File: src/rtl/gray_pkg.sv
// rtl/gray_pkg.sv - shared types and Gray/binary conversion helpers for the Gray sequence checker
package gray_pkg;

    // Widest word the conversion helpers handle; callers pass their real width.
    localparam int MAX_W = 64;

    typedef enum logic [1:0] {
        EMPTY  = 2'd0,
        ACQ    = 2'd1,
        LOCKED = 2'd2
    } chk_state_t;

    // Ones in the low w bits; keeps stray upper bits out of the decode.
    function automatic logic [MAX_W-1:0] width_mask(input int w);
        if (w >= MAX_W) begin
            return '1;
        end
        return (64'd1 << w) - 64'd1;
    endfunction

    // Prefix XOR from the MSB down: b[w-1] = g[w-1], b[i] = b[i+1] ^ g[i].
    function automatic logic [MAX_W-1:0] gray2bin(input logic [MAX_W-1:0] gw, input int w);
        logic [MAX_W-1:0] gm;
        logic [MAX_W-1:0] b;
        logic             acc;
        gm  = gw & width_mask(w);
        acc = 1'b0;
        for (int i = MAX_W - 1; i >= 0; i--) begin
            acc  = acc ^ gm[i];
            b[i] = acc;
        end
        return b;
    endfunction

    function automatic logic [MAX_W-1:0] bin2gray(input logic [MAX_W-1:0] bw, input int w);
        logic [MAX_W-1:0] bm;
        bm = bw & width_mask(w);
        return bm ^ (bm >> 1);
    endfunction

endpackage

File: src/rtl/gray2bin_w.sv
// rtl/gray2bin_w.sv - combinational W-bit Gray to binary decoder
module gray2bin_w
    import gray_pkg::*;
#(
    parameter int W = 32
) (
    input  logic [W-1:0] g,
    output logic [W-1:0] b
);

    // Purely combinational prefix-XOR decode, width-limited to W.
    assign b = W'(gray2bin(MAX_W'(g), W));

endmodule

File: config.mk
export PLATFORM = sky130hd
export DESIGN_NAME = gray2bin_w
export DESIGN_NICKNAME = d
export VERILOG_FILES = /design/src/rtl/gray_pkg.sv /design/src/rtl/gray2bin_w.sv
export SDC_FILE = /design/constraint.sdc
export NUM_CORES = 1
export LEC_CHECK = 0
export BUFFER_PORTS_ARGS = -buffer_cell sky130_fd_sc_hd__buf_4
export CAP_MARGIN = 20
export CORE_MARGIN = 2
export CORE_UTILIZATION = 45
export DETAILED_ROUTE_END_ITERATION = 12
export PLACE_DENSITY = 0.85
export SLEW_MARGIN = 15
export SYNTH_ARGS = -nofsm -noshare
export SYNTH_HDL_FRONTEND = slang
export SYNTH_SLANG_ARGS = --single-unit
File: constraint.sdc
create_clock -name vclk -period 2.6
set_clock_uncertainty 0.2 [all_clocks]
set_input_delay 0.26 -clock vclk [all_inputs]
set_output_delay 0.26 -clock vclk [all_outputs]
set_load 0.02 [all_outputs]
==> results.md <==
- Initial Util: 0.4838
- DR DRC count: 0
- DP HPWL: ~2 mm
- Site row count: 16
- Nets: 180
- Cell taking the most area after synthesis: xnor3_1
- Synthesized area: around 970 sq um
- Hold-fix buffers, CTS: 0
- Gr ovfl total: 0
- Worst hold path type: input port to output port
- Final setup fails: 0
- Average wire per standard cell: 14.54 um
- Arrival @ worst endpoint: 2.10 ns
- Fraction of final layout cells sized beyond drive strength 1: 0.7192
- Post-route ant nets: 0
- Max rail drop VDD: 1.408 mV
- Run status: finished clean
- Post-Layout Cell Count: 173
- Max-cap violations: 0
- Synth Warn #: 0
- Post-synthesis to final-layout area growth: 72.87%
- Critical path endpoint category: output port
- Horiz. Die Dim: 50.39 um
- Syn Inst Count: between 60 and 70
- Sequential area share after synthesis: 0
- I/O Buffers: 64
- Placed cell count: 165
- Num sequential: 0
- Number of diodes: 0
- Final slew viol count: 0
- FF+latch area: 0 sq um
- Period utilisation layout: 0.9841
- Number of global-route vias before repair: ~780
- Pleak: 0.9620 nW
- Final Util: 0.8363
- Die height: 50.39 um
- First-pass GRT wire length: 3.374 mm
- GRT Total Usage: 0.1717
- Least-Margin Pin Slew: 0.4163 ns
- Initial DRC Count: 6
- Cell Pwr Density: 1484 mW/mm^2
- Hold path start: g[28]
- Vias: roughly 800
- Most frequent cells in the layout: buf_4 (78), xnor2_1 (21), xnor3_2 (13), xnor3_1 (11), xor2_1 (7)
- Synth top area cells: xnor3_1 (49%), xnor2_1 (19%), xor3_1 (9.8%), xor2_1 (8.1%), xnor3_2 (4.9%)
- Die ar.: 0.002539 sq mm
- Initial DRT Pass Iterations: 3
- Fmax: 390.8 MHz
- Critical Path RT: approximately 2.1 ns
- Vias/cell: 4.601
- Max-slew headroom: 0.7205
- CORE AREA: ~0.0020 sq mm
- Critical path type: input port to output port
- Commonest non-fill, non-tap cell in the layout: buf_4
- Count of different cell masters after synthesis: 13
- Pin count of the biggest net entering global routing: 12
- Placer Congestion: 0.7649
- Synth top area share: 0.4884
- Clock buffer count: 0
- Routed WL: 2.515 mm
- Syn nets: 97
- Crit path time final: 2.559 ns
- Crit path from: g[31]
- Worst setup SP type: input port
- I/O pins: 64
- CP max FO: 5
- Initial antenna violation count: 0
- Final Hold Viols: 0
- Syn avg cell area: 14.90 sq um
## worst max-delay path, stage by stage
cell,delay [ns]
buf_4,0.12
xor3_2,0.38
xnor3_2,0.27
inv_2,0.09
xnor3_2,0.32
buf_6,0.15
xnor3_1,0.33
buf_4,0.17
## Yosys cell counts, drive strengths merged
| library cell | n |
|---|---|
| xnor3 | 23 |
| xnor2 | 22 |
| xor2 | 10 |
| xor3 | 5 |
| buf | 3 |
| clkinv | 1 |
| inv | 1 |
## power by group
part / leakage [nW] / internal (mW) / total (mW) / switching (mW)
Sequential: 0 / 0 / 0 / 0
Combinational: 0.962 / 1.37 / 2.48 / 1.11
Clock: 0 / 0 / 0 / 0
Total: 0.962 / 1.37 / 2.48 / 1.11
## layout make-up
cell class                      count  area (sq um)
Tap cell                           27         33.78
Multi-Input combinational cell     61         989.7
Timing Repair Buffer               83         641.9
Inverter                            2         8.758
Fill cell                         114         327.8
## metrics by stage
stage	total power [mW]	setup TNS [ns]	hold slack (ns)	instance area, sq um	setup WS, ns
after floorplan	1.557	0	0.4326	979.7	0.001155
after detailed placement	2.376	-0.2890	0.6142	1560	-0.1208
after global placement	2.336	-0.1242	0.6116	1560	-0.08122
final	2.484	0	0.6164	1674	0.04132
after CTS	2.402	0	0.6144	1592	0.01178
after global routing	2.583	-0.02556	0.6261	1674	-0.01081
## final timing paths
check / cells after the start / end / slack, ns
setup / recovery: 8 / b[7] / 0.04
hold / removal: 3 / b[28] / 0.62
## logic make-up after synthesis
kind of cell,Yosys count,synth area share
XOR/XNOR,60,0.9664
buffers and inverters,5,0.03358
## metal layers
layer	share of wire	vias to the layer above	GRT usage
li1	-	381	-
met1	0.32	367	0.1800
met2	0.57	40	0.3662
met3	0.075	8	0.01190
met4	0.035	0	0.02703
met5	0	-	0
## what timing repair did
item | CTS | global route
pin swaps | 1 | 5
gates cloned | 1 | 0
setup endpoints to repair | 6 | 7
buffers inserted | 0 | 7
gates resized for setup | 2 | 9
Note: power is estimated with default switching activity, not from simulation.
